`src/rtl/nyan_keys_pkg.sv`:
```
// Shared types and width helpers for the key debounce/event front end.
// Key-change events are {key index, pressed} with a fixed-width index field trimmed at the top.
package nyan_keys_pkg;

  localparam int KEY_IDX_W_MAX = 16;

  localparam logic PRESS   = 1'b1;
  localparam logic RELEASE = 1'b0;

  function automatic int key_w(input int keys);
    return (keys > 1) ? $clog2(keys) : 1;
  endfunction

  function automatic int cnt_w(input int cycles);
    return (cycles > 0) ? $clog2(cycles + 1) : 1;
  endfunction

  typedef struct packed {
    logic [KEY_IDX_W_MAX-1:0] key;
    logic                     pressed;
  } key_evt_t;

endpackage

```
`src/rtl/key_evt_fifo.sv`:
```
// First-word-fall-through event FIFO; head visible the clock after a push into an empty queue.
// Push is refused while the registered count equals DEPTH, even if a pop occurs that same cycle.
module key_evt_fifo
  import nyan_keys_pkg::*;
#(
  parameter int DEPTH = 16
) (
  input  logic                     clk_i,
  input  logic                     rst_ni,
  input  logic                     push_i,
  input  key_evt_t                 push_dat_i,
  output logic                     full_o,
  input  logic                     pop_i,
  output key_evt_t                 pop_dat_o,
  output logic                     pop_vld_o,
  output logic [$clog2(DEPTH):0]   count_o
);

  localparam int PTR_W = $clog2(DEPTH);
  localparam int CNT_W = PTR_W + 1;

  key_evt_t         mem_q [DEPTH];
  logic [PTR_W-1:0] wr_ptr_q, wr_ptr_d;
  logic [PTR_W-1:0] rd_ptr_q, rd_ptr_d;
  logic [CNT_W-1:0] count_q, count_d;
  logic             do_push, do_pop;

  assign full_o    = (count_q == CNT_W'(DEPTH));
  assign pop_vld_o = (count_q != '0);
  assign do_push   = push_i && !full_o;
  assign do_pop    = pop_i && pop_vld_o;
  assign pop_dat_o = mem_q[rd_ptr_q];
  assign count_o   = count_q;

  always_comb begin
    wr_ptr_d = wr_ptr_q;
    rd_ptr_d = rd_ptr_q;
    count_d  = count_q;
    if (do_push) wr_ptr_d = wr_ptr_q + PTR_W'(1);
    if (do_pop)  rd_ptr_d = rd_ptr_q + PTR_W'(1);
    case ({do_push, do_pop})
      2'b10:   count_d = count_q + CNT_W'(1);
      2'b01:   count_d = count_q - CNT_W'(1);
      default: count_d = count_q;
    endcase
  end

  always_ff @(posedge clk_i or negedge rst_ni) begin
    if (!rst_ni) begin
      wr_ptr_q <= '0;
      rd_ptr_q <= '0;
      count_q  <= '0;
    end else begin
      wr_ptr_q <= wr_ptr_d;
      rd_ptr_q <= rd_ptr_d;
      count_q  <= count_d;
    end
  end

  // Storage is never read while empty, so it carries no reset.
  always_ff @(posedge clk_i) begin
    if (do_push) mem_q[wr_ptr_q] <= push_dat_i;
  end

endmodule

```
`src/rtl/key_debounce_events.sv`:
```
// Per-key synchroniser + integrating debouncer; keys_o follows a clean edge SYNC_STAGES+DEBOUNCE_CYCLES clocks later.
// A rotating scanner moves pending changes into the event FIFO; a full FIFO holds them pending without loss.
module key_debounce_events
  import nyan_keys_pkg::*;
#(
  parameter int  KEYS            = 61,
  parameter int  DEBOUNCE_CYCLES = 120000,
  parameter int  SYNC_STAGES     = 2,
  parameter int  FIFO_DEPTH      = 16,
  parameter bit  ACTIVE_LOW      = 1'b0,
  localparam int KEY_W           = key_w(KEYS)
) (
  input  logic                        clk_i,
  input  logic                        rst_ni,
  input  logic [KEYS-1:0]             keys_i,
  output logic [KEYS-1:0]             keys_o,
  output logic                        evt_valid_o,
  input  logic                        evt_ready_i,
  output logic [KEY_W-1:0]            evt_key_o,
  output logic                        evt_pressed_o,
  output logic [$clog2(FIFO_DEPTH):0] evt_count_o,
  output logic                        evt_lost_o,
  input  logic                        lost_clr_i
);

  localparam int               CNT_W    = cnt_w(DEBOUNCE_CYCLES);
  localparam logic [CNT_W-1:0] CNT_LAST = CNT_W'(DEBOUNCE_CYCLES - 1);
  localparam logic [KEY_W-1:0] P_LAST   = KEY_W'(KEYS - 1);

  logic [KEYS-1:0]                  keys_raw;
  logic [SYNC_STAGES-1:0][KEYS-1:0] sync_q;
  logic [KEYS-1:0]                  keys_s;
  logic [KEYS-1:0]                  keys_q, keys_d;
  logic [KEYS-1:0]                  pending_q, pending_d;
  logic [KEYS-1:0]                  dir_q, dir_d;
  logic [KEYS-1:0]                  toggle, consume, lost_hit;
  logic [KEY_W-1:0]                 scan_q, scan_d;
  logic                             lost_q, lost_d;
  logic                             fifo_full, push;
  key_evt_t                         push_dat, head;
  logic                             unused_head_key;

  assign keys_raw = ACTIVE_LOW ? ~keys_i : keys_i;
  assign keys_s   = sync_q[SYNC_STAGES-1];

  always_ff @(posedge clk_i or negedge rst_ni) begin
    if (!rst_ni) begin
      sync_q <= '0;
    end else begin
      sync_q[0] <= keys_raw;
      for (int i = 1; i < SYNC_STAGES; i++) sync_q[i] <= sync_q[i-1];
    end
  end

  for (genvar k = 0; k < KEYS; k++) begin : g_key
    logic             differ;
    logic [CNT_W-1:0] cnt_q, cnt_d;

    assign differ       = keys_s[k] ^ keys_q[k];
    assign toggle[k]    = differ && (cnt_q == CNT_LAST);
    assign cnt_d        = (!differ || toggle[k]) ? '0 : cnt_q + CNT_W'(1);
    assign keys_d[k]    = keys_q[k] ^ toggle[k];
    assign consume[k]   = push && (scan_q == KEY_W'(k));
    // A toggle in the same cycle the scanner consumes this key re-arms it rather than losing anything.
    assign pending_d[k] = toggle[k] | (pending_q[k] & ~consume[k]);
    assign dir_d[k]     = toggle[k] ? keys_d[k] : dir_q[k];
    assign lost_hit[k]  = toggle[k] & pending_q[k] & ~consume[k];

    always_ff @(posedge clk_i or negedge rst_ni) begin
      if (!rst_ni) cnt_q <= '0;
      else         cnt_q <= cnt_d;
    end
  end

  assign scan_d   = (scan_q == P_LAST) ? '0 : scan_q + KEY_W'(1);
  assign push     = pending_q[scan_q] && !fifo_full;
  assign push_dat = '{key: KEY_IDX_W_MAX'(scan_q), pressed: dir_q[scan_q]};
  assign lost_d   = (|lost_hit) ? 1'b1 : (lost_clr_i ? 1'b0 : lost_q);

  always_ff @(posedge clk_i or negedge rst_ni) begin
    if (!rst_ni) begin
      keys_q    <= '0;
      pending_q <= '0;
      dir_q     <= '0;
      scan_q    <= '0;
      lost_q    <= 1'b0;
    end else begin
      keys_q    <= keys_d;
      pending_q <= pending_d;
      dir_q     <= dir_d;
      scan_q    <= scan_d;
      lost_q    <= lost_d;
    end
  end

  key_evt_fifo #(
    .DEPTH (FIFO_DEPTH)
  ) u_fifo (
    .clk_i      (clk_i),
    .rst_ni     (rst_ni),
    .push_i     (push),
    .push_dat_i (push_dat),
    .full_o     (fifo_full),
    .pop_i      (evt_ready_i),
    .pop_dat_o  (head),
    .pop_vld_o  (evt_valid_o),
    .count_o    (evt_count_o)
  );

  assign unused_head_key = ^head.key;
  assign keys_o          = keys_q;
  assign evt_key_o       = head.key[KEY_W-1:0];
  assign evt_pressed_o   = head.pressed;
  assign evt_lost_o      = lost_q;

endmodule

```
`config.mk`:
```
export PLATFORM = sky130hd
export DESIGN_NAME = key_debounce_events
export DESIGN_NICKNAME = d
export VERILOG_FILES = /design/src/rtl/nyan_keys_pkg.sv /design/src/rtl/key_evt_fifo.sv /design/src/rtl/key_debounce_events.sv
export SDC_FILE = /design/constraint.sdc
export NUM_CORES = 2
export LEC_CHECK = 0
export ABC_AREA = 1
export CORE_ASPECT_RATIO = 1.5
export CORE_UTILIZATION = 30
export DETAILED_ROUTE_END_ITERATION = 7
export PLACE_DENSITY = 0.53
export SETUP_SLACK_MARGIN = 0.02
export SYNTH_ARGS = -nofsm -noshare
export SYNTH_HDL_FRONTEND = slang
export SYNTH_SLANG_ARGS = --single-unit
```
`constraint.sdc`:
```
create_clock -name clk_i -period 3.1 [get_ports clk_i]
set_input_delay 0.31 -clock clk_i [delete_from_list [all_inputs] [get_ports clk_i]]
set_output_delay 0.31 -clock clk_i [all_outputs]
set_load 0.01 [all_outputs]
```
==> results.sh <==
export IMPL_setup_ws_ps=-5.73
export IMPL_reg2reg_depth=20
export IMPL_hold_violations=0
export IMPL_clk_pin_slew_ps=70
export IMPL_overflow=0
export IMPL_peakVddDrop_mv=0.443
export IMPL_port_buffers=139
export IMPL_finalWirelength_um=177000
export IMPL_tns_ps=-5.73
export IMPL_min_path_cells=1
export IMPL_insertion_delay_ps=850
export IMPL_ant_nets=0
export IMPL_yosysSeqAreaShare_pct=55.1
export IMPL_grt_setup_unrepaired="true"
export IMPL_cp_required_ps=3830
export IMPL_crit_fanout=6
export IMPL_hp_class="in -> reg"
export IMPL_grt_total_usage_pct=15.4
export IMPL_die_x_um=391
export IMPL_syn_nets=8168
export IMPL_r2r_start="scan_q[0]$_DFF_PN0_"
export IMPL_holdWs_ps=69.0
export IMPL_drive_gt1_share_pct=5.95
export IMPL_dp_cells=11300
export IMPL_tightestPinTransition_ps=892
export IMPL_first_iter_violations=3358
export IMPL_root_buffer="clkbuf_16"
export IMPL_nFillCells=22800
export IMPL_slew_viol_final=0
export IMPL_num_rows=213
export IMPL_io_pins=140
export IMPL_critPathKind="reg -> reg"
export IMPL_p_total_mw=42.9
export IMPL_synth_cells=8028
export IMPL_fin_crit_sh_pct=100
export IMPL_synth_edf_count=112
export IMPL_finalClockSkew_ps=104
export IMPL_max_slew_margin_pct=40.5
export IMPL_start_util_pct=30.2
export IMPL_maxCapViolations=0
export IMPL_dr_pass1_iters=6
export IMPL_yosys_area_top_type="dfrtp_1"
export IMPL_yosys_warnings=0
export IMPL_setup_viol=1
export IMPL_viasPerCell=4.70
export IMPL_synth_top_flop_cell="dfrtp_1"
export IMPL_netlist_area_um2=67900
export IMPL_startpoint_type="flip-flop"
export IMPL_rr_endpoint="u_fifo.count_o[4]$_DFFE_PN0P_"
export IMPL_timing_fmax_mhz=322
export IMPL_grt_max_degree=101
export IMPL_synth_top_area_share_pct=50.2
export IMPL_area_growth_pct=18.4
export IMPL_coreArea_um2=225000
export IMPL_cp_end_kind="flip-flop"
export IMPL_hold_end="sync_q[19]$_DFF_PN0_"
export IMPL_layout_cells_non_filler=11600
export IMPL_powerDensity_nw_per_um2=533
export IMPL_htree_levels=4
export IMPL_cts_path_max_buffers=4
export IMPL_vias=54600
export IMPL_cts_buffers=165
export IMPL_synth_area_leaders="dfrtp_1 50%, nor2_1 7.3%, nand2_1 6.6%"
export IMPL_dp_hpwl_um=130000
export IMPL_routedWlPerCell_um=15.2
export IMPL_numClockSinks=1474
export IMPL_cts_tree="built"
export IMPL_grt_pass1_vias=53700
export IMPL_rrSetupSlack_ps=-6
export IMPL_dieArea_um2=228000
export IMPL_ys_async_sr_fraction_pct=92.4
export IMPL_violations="negative setup slack"
export IMPL_status="finished with violations"
export IMPL_die_h_um=585
export IMPL_gp_congestion=0.907
export IMPL_ys_ff_latch=1474
export IMPL_hp_start="keys_i[19]"
export IMPL_netlist_cell_type_count=50
export IMPL_fin_crit_ps=3110
export IMPL_fin_nets=8625
export IMPL_crit_arrival_ps=3840
export IMPL_p_leak_nw=34.9
export IMPL_drc=0
export IMPL_antenna_found_initial=8
export IMPL_grt_first_pass_wirelength_um=283000
export IMPL_syn_avg_cell_area_um2=8.46
-- critical path, stage by stage, from the launching register on --
cell	delay, ps
dfrtp_4	560
clkinv_8	120
buf_4	170
nand2_1	60
nand3_1	70
nand2_1	70
nand2_1	50
nand2_1	100
nor2_1	50
nor2_1	110
nor2_2	80
a21boi_4	200
inv_2	90
ha_4	190
fa_2	360
a21o_1	170
a21oi_2	150
inv_2	60
a21oi_2	140
o21ai_2	70
xor2_1	140
-- registers in the layout, indices dropped and copies added (netlist names) --
| name | cells |
|---|---|
| g_key.cnt_q | 1037 |
| u_fifo.wr_ptr_q | 4 |
| u_fifo.mem_q | 112 |
| u_fifo.rd_ptr_q | 4 |
| pending_q | 61 |
| keys_o | 61 |
| u_fifo.count_o | 5 |
| scan_q | 6 |
| evt_lost_o | 1 |
| sync_q | 61 |
| keys_s | 61 |
| dir_q | 61 |
-- logic make-up after synthesis --
logic type,synth area share [%]
fa+ha+maj,1.39
mux,0.442
flops,55.1
xor+xnor,1.77
buf+inv,7.35
compound gates,11.0
simple gates,22.9
-- layer usage --
| metal | routed length (µm) | vias to the layer above | global-route usage (%) |
|---|---|---|---|
| met5 | 0 | - | 0 |
| met4 | 5350 | 0 | 4.80 |
| met3 | 9890 | 265 | 3.19 |
| met2 | 83600 | 931 | 26.0 |
| met1 | 78000 | 26200 | 19.7 |
| li1 | - | 27200 | - |
-- cells in the final DEF (no fill, tap or decap), types with 21 or more instances in the layout --
master           netlist  routed
nor2_1              1330    1327
nor4_1                89      89
buf_4                 10     166
o21a_1                37      37
clkbuf_8               0      25
inv_1               1176    1174
clkbuf_1              77      43
o21ai_0              648     647
a21oi_1              602     600
nand4_1              180     180
clkinv_2               0      24
xor2_1                77      77
ha_1                  74      73
nand3_1              338     338
dlygate4sd3_1          0      60
nor3_1               329     329
mux2i_1               21      21
nor3b_1               53      53
nand2_1             1189    1186
a31oi_1               58      58
edfxtp_1             112     112
dfrtp_1             1362    1358
xnor2_1               60      60
and3_1                43      43
clkbuf_16              0     166
clkdlybuf4s50_1        0     131
buf_12                 2      22
-- power by group --
part | internal, mW | total [mW] | switching (mW)
Combinational | 1.23 | 3.30 | 2.07
Sequential | 19.8 | 20.0 | 0.288
Clock | 11.4 | 19.5 | 8.07
-- per-stage QoR --
stage	area (µm²)	worst slack, ps	utilization, %
detailed placement	74200	-95.7	33.0
floorplan	68000	45.2	-
global route	80400	-180	35.8
finish	80400	-5.73	35.8
CTS	80300	34.4	35.7
global placement	74200	-153	33.0
-- final cells by class --
class	instances	area (µm²)	area share, %
clock inverter	53	657	0.817
tap	3010	3770	4.68
sequential	1474	37500	46.6
inverter	1187	4470	5.56
multi-input combinational	5262	25600	31.8
antenna	2	5.00	0.00622
timing repair buffer	394	3810	4.74
clock buffer	234	4640	5.77
timing repair inverter	1	8.76	0.0109
-- how the worst max path moves through the flow --
stage | from | to | slack, ps | depth (start not counted)
floorplan | scan_q[0]$_DFF_PN0_ | u_fifo.count_o[4]$_DFFE_PN0P_ | 50 | 22
global placement | scan_q[0]$_DFF_PN0_ | u_fifo.count_o[4]$_DFFE_PN0P_ | -150 | 19
detailed placement | scan_q[0]$_DFF_PN0_ | u_fifo.count_o[4]$_DFFE_PN0P_ | -100 | 19
CTS | scan_q[0]$_DFF_PN0_ | u_fifo.count_o[4]$_DFFE_PN0P_ | 30 | 19
global route | scan_q[0]$_DFF_PN0_ | u_fifo.count_o[4]$_DFFE_PN0P_ | -180 | 20
finish | scan_q[0]$_DFF_PN0_ | u_fifo.count_o[4]$_DFFE_PN0P_ | -6 | 20
-- Yosys cell counts, types with 4 or more instances --
master       n
buf_1        4
xor2_1      77
nand3_1    338
a31oi_1     58
o22ai_1     12
nand3_2     19
nand4_1    180
buf_2        5
o221ai_1    22
o21a_1      37
clkinv_1     6
o211ai_1     7
nand2_1   1189
mux2i_1     21
inv_1     1176
a21o_1      15
edfxtp_1   112
buf_4       10
a21oi_1    602
and3_1      43
o32ai_1      7
nor4_1      89
mux2_2       8
dfrtp_1   1362
buf_6        4
nor3b_1     53
o21ai_0    648
ha_1        74
nor3_1     329
nand3b_1    20
nor2_1    1330
xnor2_1     60
or2_2        7
clkbuf_1    77
inv_2        4
-- repair_timing --
item,in CTS,in global routing
endpoints found under the hold margin,120,0
resized for setup,23,15
gates cloned,2,2
hold buffers,60,0
endpoints found under the setup margin,8,4
pin swaps,1,13
buffers inserted,0,9
(Power assumes the default switching activity.)
